**src/rtl/depth_test_writer_if.sv**
```systemverilog
// ---------------------------------------------------------------------------
// Interfaces used by depth_test_writer.
//
// dtw_frag_if : rasterizer -> depth_test_writer fragment stream.
//   master (rasterizer)   drives  frag_addr, frag_color, frag_depth, frag_valid, done_in
//                         samples frag_stall, done_out
//   slave  (writer)       the mirror image
//
// dtw_mem_if  : depth_test_writer -> frame buffer (Avalon-MM style, pipelined reads).
//   master (writer)       drives  mem_address, mem_read, mem_write, mem_writedata
//                         samples mem_readdata, mem_readdatavalid, mem_waitrequest
//   slave  (memory)       the mirror image
// ---------------------------------------------------------------------------
interface dtw_frag_if #(
  parameter int ADDR_W = 26
);
  logic [ADDR_W-1:0] frag_addr;
  logic [23:0]       frag_color;
  logic [31:0]       frag_depth;
  logic              frag_valid;
  logic              frag_stall;
  logic              done_in;
  logic              done_out;

  modport master (
    output frag_addr, frag_color, frag_depth, frag_valid, done_in,
    input  frag_stall, done_out
  );

  modport slave (
    input  frag_addr, frag_color, frag_depth, frag_valid, done_in,
    output frag_stall, done_out
  );
endinterface

interface dtw_mem_if #(
  parameter int ADDR_W = 26
);
  logic [ADDR_W-1:0] mem_address;
  logic              mem_read;
  logic              mem_write;
  logic [31:0]       mem_writedata;
  logic [31:0]       mem_readdata;
  logic              mem_readdatavalid;
  logic              mem_waitrequest;

  modport master (
    output mem_address, mem_read, mem_write, mem_writedata,
    input  mem_readdata, mem_readdatavalid, mem_waitrequest
  );

  modport slave (
    input  mem_address, mem_read, mem_write, mem_writedata,
    output mem_readdata, mem_readdatavalid, mem_waitrequest
  );
endinterface

```
**src/rtl/depth_test_writer.sv**
```systemverilog
// ---------------------------------------------------------------------------
// depth_test_writer
//
// Fragment sink behind the triangle rasterizer. Fragments (addr, colour,
// depth) are queued in a small FIFO. Each one is popped into working
// registers, its stored depth is read from the frame buffer, and colour and
// depth are written back when the fragment is strictly closer (signed Q16.16,
// smaller = closer). An end-of-frame done is forwarded once every accepted
// fragment has been committed.
//
// Pixel slot layout: addr+0 = colour word {8'h00, B, G, R}, addr+4 = depth.
//
// Build option: define DEPTH_TEST_EN to enable the read-compare-write path.
// Without it no reads are issued and every fragment is written.
//
// Ports
//   clock        system clock
//   reset        asynchronous, active-low
//   frag         dtw_frag_if.slave  : fragment stream, frag_stall back-pressure,
//                                     done_in / done_out (1-cycle pulse)
//   mem          dtw_mem_if.master  : frame buffer port, requests registered and
//                                     held stable while mem_waitrequest is high
//   frag_passed  fragments written (wraps at 2^32)
//   frag_killed  fragments rejected by the depth test (wraps at 2^32)
// ---------------------------------------------------------------------------
module depth_test_writer #(
  parameter int FIFO_DEPTH = 4,   // power of two, >= 2
  parameter int ADDR_W     = 26
) (
  input  logic        clock,
  input  logic        reset,
  dtw_frag_if.slave   frag,
  dtw_mem_if.master   mem,
  output logic [31:0] frag_passed,
  output logic [31:0] frag_killed
);

  localparam int PTR_W = $clog2(FIFO_DEPTH);

  typedef struct packed {
    logic [ADDR_W-1:0] addr;
    logic [23:0]       color;
    logic [31:0]       depth;
  } frag_t;

  typedef enum logic [2:0] {
    S_IDLE,
    S_RD_REQ,
    S_RD_WAIT,
    S_WR_COL,
    S_WR_DEP
  } state_t;

  // FIFO
  frag_t             r_fifo [FIFO_DEPTH];
  logic [PTR_W-1:0]  r_wr_ptr;
  logic [PTR_W-1:0]  r_rd_ptr;
  logic [PTR_W:0]    r_count;
  logic              r_full;
  logic [PTR_W:0]    w_count_next;
  logic              w_push;
  logic              w_pop;
  frag_t             w_frag_in;

  // FSM and working fragment
  state_t            r_state;
  state_t            w_state_next;
  frag_t             r_work;
  frag_t             w_work_next;
  logic              w_commit;
  logic              w_kill;

  // Registered memory requests and their next values
  logic [ADDR_W-1:0] r_mem_address;
  logic              r_mem_write;
  logic [31:0]       r_mem_writedata;
  logic [ADDR_W-1:0] w_addr_next;
  logic [ADDR_W-1:0] w_addr_plus4;
  logic              w_write_next;
  logic [31:0]       w_wdata_next;
`ifdef DEPTH_TEST_EN
  logic              r_mem_read;
  logic              w_read_next;
`endif

  // Done tracking and counters
  logic              r_done_pend;
  logic              r_done_out;
  logic              w_done_fire;
  logic [31:0]       r_passed;
  logic [31:0]       r_killed;

  // -------------------------------------------------------------------------
  // FIFO control
  // -------------------------------------------------------------------------
  assign w_frag_in    = {frag.frag_addr, frag.frag_color, frag.frag_depth};
  assign w_push       = frag.frag_valid && !frag.frag_stall;
  assign w_pop        = (r_state == S_IDLE) && (r_count != '0);
  assign w_count_next = r_count + {{PTR_W{1'b0}}, w_push} - {{PTR_W{1'b0}}, w_pop};

  // NOTE: the fragment store has no reset; occupancy is tracked by the
  // pointers and count, so stale entries are never observed and the array
  // can map onto plain RAM/flops without a reset network.
  always_ff @(posedge clock) begin
    if (w_push) begin
      r_fifo[r_wr_ptr] <= w_frag_in;
    end
  end

  // NOTE: all clocked state uses non-blocking assignments so every register
  // samples the pre-edge values regardless of process evaluation order.
  always_ff @(posedge clock or negedge reset) begin
    if (!reset) begin
      r_wr_ptr <= '0;
      r_rd_ptr <= '0;
      r_count  <= '0;
      r_full   <= 1'b0;
    end else begin
      if (w_push) r_wr_ptr <= r_wr_ptr + PTR_W'(1);
      if (w_pop)  r_rd_ptr <= r_rd_ptr + PTR_W'(1);
      r_count <= w_count_next;
      r_full  <= (w_count_next == (PTR_W+1)'(FIFO_DEPTH));
    end
  end

  // Held high while reset is asserted so nothing is accepted into a FIFO
  // that is being flushed; otherwise the registered full flag.
  assign frag.frag_stall = r_full || !reset;

  // -------------------------------------------------------------------------
  // FSM: state register
  // -------------------------------------------------------------------------
  always_ff @(posedge clock or negedge reset) begin
    if (!reset) begin
      r_state <= S_IDLE;
      r_work  <= '0;
    end else begin
      r_state <= w_state_next;
      r_work  <= w_work_next;
    end
  end

  // -------------------------------------------------------------------------
  // FSM: next state, and next values of the registered memory requests.
  // Requests are a function of the *next* state so they appear on the bus
  // in the same cycle the FSM enters the request state.
  // -------------------------------------------------------------------------
  // NOTE: every signal driven here gets a default first; a path that leaves
  // one unassigned would otherwise infer a latch.
  always_comb begin
    w_state_next = r_state;
    w_work_next  = r_work;
    w_commit     = 1'b0;
    w_kill       = 1'b0;

    unique case (r_state)
      S_IDLE: begin
        if (w_pop) begin
          w_work_next = r_fifo[r_rd_ptr];
`ifdef DEPTH_TEST_EN
          w_state_next = S_RD_REQ;
`else
          w_state_next = S_WR_COL;
`endif
        end
      end
`ifdef DEPTH_TEST_EN
      S_RD_REQ: begin
        if (!mem.mem_waitrequest) w_state_next = S_RD_WAIT;
      end
      S_RD_WAIT: begin
        if (mem.mem_readdatavalid) begin
          // Equal depth fails: only strictly closer fragments are drawn.
          if ($signed(r_work.depth) < $signed(mem.mem_readdata)) begin
            w_state_next = S_WR_COL;
          end else begin
            w_state_next = S_IDLE;
            w_kill       = 1'b1;
          end
        end
      end
`endif
      S_WR_COL: begin
        if (!mem.mem_waitrequest) w_state_next = S_WR_DEP;
      end
      S_WR_DEP: begin
        if (!mem.mem_waitrequest) begin
          w_state_next = S_IDLE;
          w_commit     = 1'b1;
        end
      end
      default: w_state_next = S_IDLE;
    endcase

    // Wraps modulo 2^ADDR_W by width.
    w_addr_plus4 = w_work_next.addr + ADDR_W'(4);
    w_addr_next  = '0;
    w_wdata_next = '0;
    w_write_next = (w_state_next == S_WR_COL) || (w_state_next == S_WR_DEP);
`ifdef DEPTH_TEST_EN
    w_read_next  = (w_state_next == S_RD_REQ);
`endif
    case (w_state_next)
      S_RD_REQ: w_addr_next = w_addr_plus4;
      S_WR_COL: begin
        w_addr_next  = w_work_next.addr;
        w_wdata_next = {8'h00, w_work_next.color};
      end
      S_WR_DEP: begin
        w_addr_next  = w_addr_plus4;
        w_wdata_next = w_work_next.depth;
      end
      default: ;
    endcase
  end

  // -------------------------------------------------------------------------
  // Registered bus outputs, done pulse and counters
  // -------------------------------------------------------------------------
  // done_out needs the pipeline fully drained: nothing queued, nothing in
  // flight, and no fragment being popped this cycle.
  assign w_done_fire = r_done_pend && (r_count == '0) && (r_state == S_IDLE) && !w_pop;

  always_ff @(posedge clock or negedge reset) begin
    if (!reset) begin
      r_mem_address   <= '0;
      r_mem_write     <= 1'b0;
      r_mem_writedata <= '0;
`ifdef DEPTH_TEST_EN
      r_mem_read      <= 1'b0;
`endif
      r_done_pend     <= 1'b0;
      r_done_out      <= 1'b0;
      r_passed        <= '0;
      r_killed        <= '0;
    end else begin
      r_mem_address   <= w_addr_next;
      r_mem_write     <= w_write_next;
      r_mem_writedata <= w_wdata_next;
`ifdef DEPTH_TEST_EN
      r_mem_read      <= w_read_next;
`endif
      // A done_in arriving on the firing edge is absorbed into this pulse.
      r_done_pend     <= w_done_fire ? 1'b0 : (r_done_pend || frag.done_in);
      r_done_out      <= w_done_fire;
      if (w_commit) r_passed <= r_passed + 32'd1;
      if (w_kill)   r_killed <= r_killed + 32'd1;
    end
  end

  assign mem.mem_address   = r_mem_address;
  assign mem.mem_write     = r_mem_write;
  assign mem.mem_writedata = r_mem_writedata;
`ifdef DEPTH_TEST_EN
  assign mem.mem_read      = r_mem_read;
`else
  assign mem.mem_read      = 1'b0;
`endif
  assign frag.done_out     = r_done_out;
  assign frag_passed       = r_passed;
  assign frag_killed       = r_killed;

endmodule

```
**src/flat_wrapper.sv**
```systemverilog
// flat-port wrapper written by rule: the top's interface ports become plain ports
module depth_test_writer_flat 
#(
  parameter int FIFO_DEPTH = 4,                        
  parameter int ADDR_W     = 26
)
  (clock, reset, frag_passed, frag_killed, frag_frag_addr, frag_frag_color, frag_frag_depth, frag_frag_valid, frag_done_in, frag_frag_stall, frag_done_out, mem_mem_address, mem_mem_read, mem_mem_write, mem_mem_writedata, mem_mem_readdata, mem_mem_readdatavalid, mem_mem_waitrequest);
  dtw_frag_if #(.ADDR_W(ADDR_W)) frag_i ();
  dtw_mem_if #(.ADDR_W(ADDR_W)) mem_i ();
  input  logic clock;
  input  logic reset;
  output logic [31:0] frag_passed;
  output logic [31:0] frag_killed;
  input wire logic [$bits(frag_i.frag_addr)-1:0] frag_frag_addr;
  input wire logic [$bits(frag_i.frag_color)-1:0] frag_frag_color;
  input wire logic [$bits(frag_i.frag_depth)-1:0] frag_frag_depth;
  input wire logic [$bits(frag_i.frag_valid)-1:0] frag_frag_valid;
  input wire logic [$bits(frag_i.done_in)-1:0] frag_done_in;
  output wire logic [$bits(frag_i.frag_stall)-1:0] frag_frag_stall;
  output wire logic [$bits(frag_i.done_out)-1:0] frag_done_out;
  output wire logic [$bits(mem_i.mem_address)-1:0] mem_mem_address;
  output wire logic [$bits(mem_i.mem_read)-1:0] mem_mem_read;
  output wire logic [$bits(mem_i.mem_write)-1:0] mem_mem_write;
  output wire logic [$bits(mem_i.mem_writedata)-1:0] mem_mem_writedata;
  input wire logic [$bits(mem_i.mem_readdata)-1:0] mem_mem_readdata;
  input wire logic [$bits(mem_i.mem_readdatavalid)-1:0] mem_mem_readdatavalid;
  input wire logic [$bits(mem_i.mem_waitrequest)-1:0] mem_mem_waitrequest;
  assign frag_i.frag_addr = frag_frag_addr;
  assign frag_i.frag_color = frag_frag_color;
  assign frag_i.frag_depth = frag_frag_depth;
  assign frag_i.frag_valid = frag_frag_valid;
  assign frag_i.done_in = frag_done_in;
  assign frag_frag_stall = frag_i.frag_stall;
  assign frag_done_out = frag_i.done_out;
  assign mem_mem_address = mem_i.mem_address;
  assign mem_mem_read = mem_i.mem_read;
  assign mem_mem_write = mem_i.mem_write;
  assign mem_mem_writedata = mem_i.mem_writedata;
  assign mem_i.mem_readdata = mem_mem_readdata;
  assign mem_i.mem_readdatavalid = mem_mem_readdatavalid;
  assign mem_i.mem_waitrequest = mem_mem_waitrequest;
  depth_test_writer #(.FIFO_DEPTH(FIFO_DEPTH), .ADDR_W(ADDR_W)) u_core (.clock(clock), .reset(reset), .frag(frag_i), .mem(mem_i), .frag_passed(frag_passed), .frag_killed(frag_killed));
endmodule
```
**config.mk**
```make
export PLATFORM = sky130hd
export DESIGN_NAME = depth_test_writer_flat
export DESIGN_NICKNAME = d
export VERILOG_FILES = /design/src/rtl/depth_test_writer_if.sv /design/src/rtl/depth_test_writer.sv /design/src/flat_wrapper.sv
export SDC_FILE = /design/constraint.sdc
export NUM_CORES = 1
export LEC_CHECK = 0
export BUFFER_PORTS_ARGS = -buffer_cell sky130_fd_sc_hd__buf_2
export CAP_MARGIN = 20
export CORE_ASPECT_RATIO = 1.75
export CORE_MARGIN = 5
export CORE_UTILIZATION = 52
export CTS_CLUSTER_DIAMETER = 80
export CTS_CLUSTER_SIZE = 30
export DETAILED_ROUTE_END_ITERATION = 12
export PLACE_DENSITY = 0.76
export SLEW_MARGIN = 15
export SYNTH_ARGS = -nofsm -noshare
export SYNTH_HDL_FRONTEND = slang
export SYNTH_SLANG_ARGS = --single-unit
```
**constraint.sdc**
```tcl
create_clock -name clock -period 3.48 [get_ports clock]
set_input_delay 0.174 -clock clock [delete_from_list [all_inputs] [get_ports clock]]
set_output_delay 0.174 -clock clock [all_outputs]
set_load 0.02 [all_outputs]
```
==> results of run 1 <==
## layer usage
metal | vias up | part of all wire, % | global-route usage (%)
met5 | - | 0.030 | 0
met4 | 2 | 2.4 | 5.49
met3 | 59 | 4.6 | 2.13
met2 | 343 | 56 | 39.1
met1 | 5656 | 37 | 24.7
li1 | 4966 | - | -
## state kept, by name, indices dropped and copies added, names as in the netlist
signal / count
u_core.r_fifo: 328
u_core.r_work: 82
u_core.frag_passed: 32
u_core.mem.mem_writedata: 32
u_core.mem.mem_address: 26
u_core.r_count: 3
u_core.r_state: 3
u_core.r_rd_ptr: 2
u_core.r_wr_ptr: 2
u_core.frag.done_out: 1
u_core.mem.mem_write: 1
u_core.r_done_pend: 1
u_core.r_full: 1
## how the worst max path moves through the flow
stage	from	end	slack, ns	depth (start not counted)
global placement	u_core.r_rd_ptr[0]	u_core.mem.mem_address[22]	0.63	9
finish	u_core.r_rd_ptr[0]	u_core.mem.mem_address[22]	0.52	9
global route	u_core.r_rd_ptr[0]	u_core.mem.mem_address[22]	0.33	9
CTS	u_core.r_rd_ptr[0]	u_core.mem.mem_address[22]	0.50	9
floorplan	u_core.r_full	u_core.r_fifo[2][0]	0.15	3
detailed placement	u_core.r_rd_ptr[0]	u_core.mem.mem_address[22]	0.53	9
## cells by family after synthesis
| logic type | Yosys count | synth area share, % |
|---|---|---|
| muxes | 92 | 10.2 |
| buffers and inverters | 102 | 2.85 |
| AOI/OAI and AO/OA | 85 | 2.95 |
| DFF | 514 | 73.2 |
| other | 1 | 0.0189 |
| and+or+nand+nor | 373 | 8.36 |
| adders and majority gates | 9 | 0.606 |
| xor gates and xnor gates | 43 | 1.90 |
## repair_timing
action | 4_1_cts | 5_1_grt
endpoints found under the hold margin | 446 | 0
resized for setup | 0 | 0
hold buffers | 84 | 0
## layout make-up
| class | count | area [um2] | area share (%) |
|---|---|---|---|
| clock buffer | 34 | 574 | 2.52 |
| timing repair buffer | 299 | 2070 | 9.08 |
| multi-input combinational | 635 | 4900 | 21.5 |
| clock inverter | 4 | 38.8 | 0.170 |
| inverter | 16 | 60.1 | 0.264 |
| tap | 480 | 601 | 2.64 |
| sequential | 514 | 14500 | 63.8 |
## power breakdown
group / leakage (nW) / total (W) / internal, W / switching (W)
Clock: 0.297 / 0.00293 / 0.00118 / 0.00175
Combinational: 3.53 / 0.00606 / 0.00232 / 0.00373
Sequential: 5.37 / 0.00823 / 0.00770 / 0.000528
## placed cells by master, fill, tap and decap left out, types with 3 or more instances in the layout
cell type / instances
a21oi_1: 13
and2_4: 4
and4_1: 7
dfrtp_1: 184
nor2_1: 20
ha_1: 8
conb_1: 33
nand3_1: 31
o22ai_1: 5
edfxtp_1: 328
mux4_1: 17
mux2i_1: 7
and2_1: 7
a22oi_1: 4
nand4_1: 12
nor3_1: 9
xor2_1: 14
nand2b_1: 6
buf_12: 4
nor3b_1: 3
clkbuf_1: 13
a22o_1: 25
a222oi_1: 3
buf_4: 32
mux2_2: 3
inv_1: 15
clkbuf_16: 21
nand2_1: 250
dlygate4sd3_1: 84
buf_2: 178
mux4_2: 65
and3_1: 13
o21ai_0: 23
xnor2_1: 29
## stage by stage
step                      total power, W  utilization, %  instance area, um2  hold WS [ns]
after floorplan                   0.0125               -               19900        -0.122
after global placement            0.0141            56.6               21300         0.382
after detailed placement          0.0144            56.6               21300         0.389
after CTS                         0.0174            60.5               22800        0.0875
after global routing              0.0183            60.5               22800         0.102
final                             0.0172            60.5               22800         0.109
## critical path, cell delays in order (launching register included)
cell and delay, ns:
dfrtp_4 0.69, mux4_1 0.66, nand2_1 0.09, nand2_1 0.09, ha_1 0.28, nand4_1 0.14, o22ai_1 0.13, and4_1 0.33
a31o_2 0.28, a31oi_1 0.18
==> run metrics, run 1 <==
FILL cells=2826; post-synthesis instance total=1219; RR Startpoint=u_core.r_rd_ptr[0]; CP Data Required Time=3.96 ns; Critical Path Start Type=flip-flop; Die Height=268 um; final worst slack=0.517 ns; number of clock sinks=514; Pre-antenna DRT Iters=5; number of synthesized flops with an enable pin=328; Die W=158 um; Post-DRT Antenna Nets=0; final RePlAce weighted congestion=0.869; Mapped Area=0.0198 mm2; status=finished clean; pin count of the biggest net entering global routing=70; Unique masters post-synth=52; Synth Flop Type=edfxtp_1; top post-synthesis cells by count=edfxtp_1, nand2_1, dfrtp_1; fin. max-slew vios=0; CTS H-Tree Depth=1; initial antenna violation count=2; Arr. time, crit path=3.45 ns; DR WL/cell=21.5 um; Hold Path Class=input pin to flip-flop; Clock Latency Late Sink=0.57 ns; Setup Viol. Count Final=0; area grow syn2layout=14.8%; f_max=338 MHz; count leader, synth=edfxtp_1; top post-synthesis cells by area=edfxtp_1, dfrtp_1, mux4_2; Clock Path Buffers=3; Synthesis Warnings=0; sequential element share of the synthesized area=73.2%; pwr/cell area=757 mW/mm2; Layout Cells excl Fill=1982; DP Cell Count=1860; Root Driver=clkbuf_16; Yosys top cell area share=49.7%; clock slew at reported path FFs=0.11 ns; HP Start=mem_mem_waitrequest; vias in the first global route=11700; flops & latches, synth=514; core area=0.0376 mm2; final wirelength=42700 um; VDD IR max=0.564 mV; initial core utilization=52.7%; Reg2Reg Depth=9; drt via density=5.56; WHS Path Cells=5; Tcrit/Tclk final=85.1%; Final Net Count=1616; RR Endpoint=u_core.mem.mem_address[22]; first-pass GRT wire length=66700 um; RSZ-0062 raised after global routing=no; Starting DRT DRC Count=735; GRT Util Overall=20.6%; Slew @ Worst Pin=0.879 ns; ant diodes=0; PortBufs=179; static leakage power=9.20 nW; Max Cap Violations=0; Die ar.=0.0423 mm2; Total Neg Setup Slack=0 ns; WHS Endpoint=u_core.frag_passed[2]; grt ovf=0; FFs w/ async S/R, synth=36.2%; Worst R2R Setup Slack=0.52 ns; Setup Buffers After CTS=0; CTS tree=yes; Fin. Hold Viols=0; num rows=94; Avg Cell Area, Syn=16.3 um2; largest area contributor in the netlist=edfxtp_1; Num CTS Buffers=21; CP Max Fanout=20; Ports=246; pre-CTS WS=0.526 ns; DP Wirelength=28200 um; Worst Skew=0.0311 ns; fin crit period=2.96 ns; Via Count=11000; layout cells sized above 1=21.5%; Slew headroom=41.4%; Worst setup EP type=flip-flop; drt drc=0; WS Path Type=flip-flop to flip-flop
No activity file was read; power rests on OpenSTA's default activity.
==> run 2, diff against run 1 <==
--- a/config.mk
+++ b/config.mk
@@ -7,13 +7,16 @@
 export LEC_CHECK = 0
 export BUFFER_PORTS_ARGS = -buffer_cell sky130_fd_sc_hd__buf_2
 export CAP_MARGIN = 20
+export CELL_PAD_IN_SITES_DETAIL_PLACEMENT = 1
+export CELL_PAD_IN_SITES_GLOBAL_PLACEMENT = 2
 export CORE_ASPECT_RATIO = 1.75
 export CORE_MARGIN = 5
-export CORE_UTILIZATION = 52
+export CORE_UTILIZATION = 39
+export CTS_BUF_LIST = sky130_fd_sc_hd__clkbuf_8
 export CTS_CLUSTER_DIAMETER = 80
 export CTS_CLUSTER_SIZE = 30
 export DETAILED_ROUTE_END_ITERATION = 12
-export PLACE_DENSITY = 0.76
+export PLACE_DENSITY_LB_ADDON = 0.1
 export SLEW_MARGIN = 15
 export SYNTH_ARGS = -nofsm -noshare
 export SYNTH_HDL_FRONTEND = slang
==> run 2 against run 1 <==
Critical path depth fell by 2. Sequential power fell by 0.9%. Largest cell class unchanged. Clock power fell by 18%. Maximum frequency rose by 2.4%. Routed wire length rose by 14%. Global-route usage fell by 3.2 points. Clock skew rose by 0.014 ns. Non-clock buffer count rose by 7. Critical path type unchanged. Sequential cell count did not move. Sequential share of layout area fell by 0.34 points.
==> run metrics, run 2 (synthesis results as in run 1) <==
pwr/cell area=745 mW/mm2 (was 757 mW/mm2); busiest metal layer after global routing=met2 (unchanged); CP max stage delay=0.63 ns (was 0.69 ns); CP Data Required Time=4.04 ns (was 3.96 ns); Worst setup EP type=flip-flop (unchanged); num rows=109 (was 94); Total Neg Setup Slack=0 ns (unchanged); Finished Core Util=45.3% (was 60.5%); final RePlAce weighted congestion=0.814 (was 0.869); Fin. Hold Viols=0 (unchanged); Root Driver=clkbuf_8 (was clkbuf_16); hold slack final=0.0727 ns (was 0.109 ns); PortBufs=179 (unchanged); RSZ-0062 raised after global routing=no (unchanged); final wirelength=48600 um (was 42700 um); initial core utilization=39.3% (was 52.7%); max reg flops=328 (unchanged); fin. max-slew vios=0 (unchanged); layout cells sized above 1=21.8% (was 21.5%); total chip power=0.0170 W (was 0.0172 W); DP Wirelength=32900 um (was 28200 um); Worst Skew=0.0450 ns (was 0.0311 ns); final worst slack=0.586 ns (was 0.517 ns); FILL cells=5014 (was 2826); Setup Viol. Count Final=0 (unchanged); drt drc=0 (unchanged); first-pass GRT wire length=74100 um (was 66700 um); Critical Path Start Type=flip-flop (unchanged); pin count of the biggest net entering global routing=69 (was 70); VDD IR max=0.450 mV (was 0.564 mV); Setup Buffers After CTS=0 (unchanged); Num CTS Buffers=21 (unchanged); Clock Path Buffers=3 (unchanged); Clock Latency Late Sink=0.63 ns (was 0.57 ns); PostCTS Resize Cnt=0 (unchanged); Die Height=308 um (was 268 um); vias in the first global route=12100 (was 11700); core area=0.0505 mm2 (was 0.0376 mm2); Post-DRT Antenna Nets=0 (unchanged); CP top delay family=simple AND/OR/NAND/NOR gates (was flip-flops); Via Count=10900 (was 11000); M2 GR Usage=34.2% (was 39.1%); Pre-antenna DRT Iters=4 (was 5); WS Path Type=flip-flop to flip-flop (unchanged); clock slew at reported path FFs=0.17 ns (was 0.11 ns); number of clock sinks=514 (unchanged); f_max=346 MHz (was 338 MHz); GRT Util Overall=17.3% (was 20.6%); Final Net Count=1623 (was 1616); CTS H-Tree Depth=1 (unchanged); Die ar.=0.0556 mm2 (was 0.0423 mm2); register area=0.0145 mm2 (unchanged); sequence of cells on the critical path=buf_4 -> mux4_1 -> nand2_1 -> o22ai_1 -> nand4_1 -> nor4_2 -> mux2i_1 (was mux4_1 -> nand2_1 -> nand2_1 -> ha_1 -> nand4_1 -> o22ai_1 -> and4_1 -> a31o_2 -> a31oi_1); most common cell after layout, fill and taps aside=edfxtp_1 (unchanged); pre-CTS WS=0.566 ns (was 0.526 ns); CTS tree=yes (unchanged); initial antenna violation count=5 (was 2); grt ovf=0 (unchanged); CP Max Fanout=15 (was 20); area grow syn2layout=15.4% (was 14.8%); status=finished clean (unchanged); most frequent cells in the layout=edfxtp_1, nand2_1, dfrtp_1 (unchanged); multi-input logic area=0.00490 mm2 (about the same); grt met3 use=2.35% (was 2.13%); DR WL/cell=22.3 um (was 21.5 um); top flop regs=u_core.r_fifo: 328 flops, u_core.r_work: 82 flops (unchanged); Tcrit/Tclk final=83.2% (was 85.1%); Max Cap Violations=0 (unchanged); Arr. time, crit path=3.45 ns (about the same); CTS Hold Bufs=86 (was 84); Starting DRT DRC Count=601 (was 735); Slew headroom=39.5% (was 41.4%); Ports=246 (unchanged); Buf/Inv on CP=1 (was 0); Top reg by flops=u_core.r_fifo (unchanged); cell with the largest stage delay on the worst path=dfrtp_4 (unchanged); static leakage power=9.20 nW (about the same); Slew @ Worst Pin=0.908 ns (was 0.879 ns); Die W=180 um (was 158 um); fin crit period=2.89 ns (was 2.96 ns); Hold Path Class=input pin to flip-flop (unchanged); global routing usage on met1=19.5% (was 24.7%); drt via density=5.00 (was 5.56)
-- run 2: cell count changes in the layout (fill, tap and decap cells not counted), moves of 2 or more --
cell,change
clkbuf_16,-21
clkbuf_8,+21
clkbuf_1,-13
inv_1,+13
buf_12,+4
diode_2,+4
buf_4,+2
-- run 2: per-layer routing --
| layer | part of all wire (%) | wire [um] |
|---|---|---|
| met1 | 37 | 18100 |
| met2 | 56 | 27400 |
| met3 | 3.8 | 1860 |
| met5 | 0 | 0 |
| met4 | 2.5 | 1210 |
-- run 2: through the flow --
stage,cells,cell area [um2]
finish,2178,22900
global route,2176,22900
CTS,2174,22900
detailed placement,2051,21600
global placement,2051,21600
floorplan,1251,19900
-- run 2: worst register-to-register path, cell delays in order (launching register included) --
cell and delay, ns:
dfrtp_4 0.63, buf_4 0.26, mux4_1 0.39, nand2_1 0.11, o22ai_1 0.45, nand4_1 0.31
nor4_2 0.46, mux2i_1 0.23
-- run 2: layout make-up --
type	instances	share of cell area, %
sequential	514	63.4
multi-input combinational	635	21.4
timing repair buffer	306	9.49
tap	666	3.64
clock buffer	21	1.26
clock inverter	16	0.454
inverter	16	0.263
antenna	4	0.0438
-- run 2: report_power, final --
part	total, W	switching (W)	leakage (nW)	internal (W)
registers	0.00816	0.000471	5.37	0.00769
clock network	0.00241	0.00174	0.248	0.000668
logic	0.00646	0.00409	3.58	0.00238
total	0.0170	0.00630	9.20	0.0107
-- run 2: final timing paths --
kind | start | cells after the start | slack, ns | endpoint
worst max-delay path | u_core.r_rd_ptr[0] | 7 | 0.59 | u_core.mem.mem_address[23]
worst min-delay path | frag_frag_valid | 5 | 0.07 | u_core.r_wr_ptr[0]
worst max register to register | u_core.r_rd_ptr[0] | 7 | 0.59 | u_core.mem.mem_address[23]
worst min register to register | u_core.frag_passed[31] | 1 | 0.49 | u_core.frag_passed[31]
max in group asynchronous | reset | 4 | 2.02 | u_core.r_rd_ptr[0]
min in group asynchronous | reset | 3 | 0.08 | u_core.mem.mem_address[14]
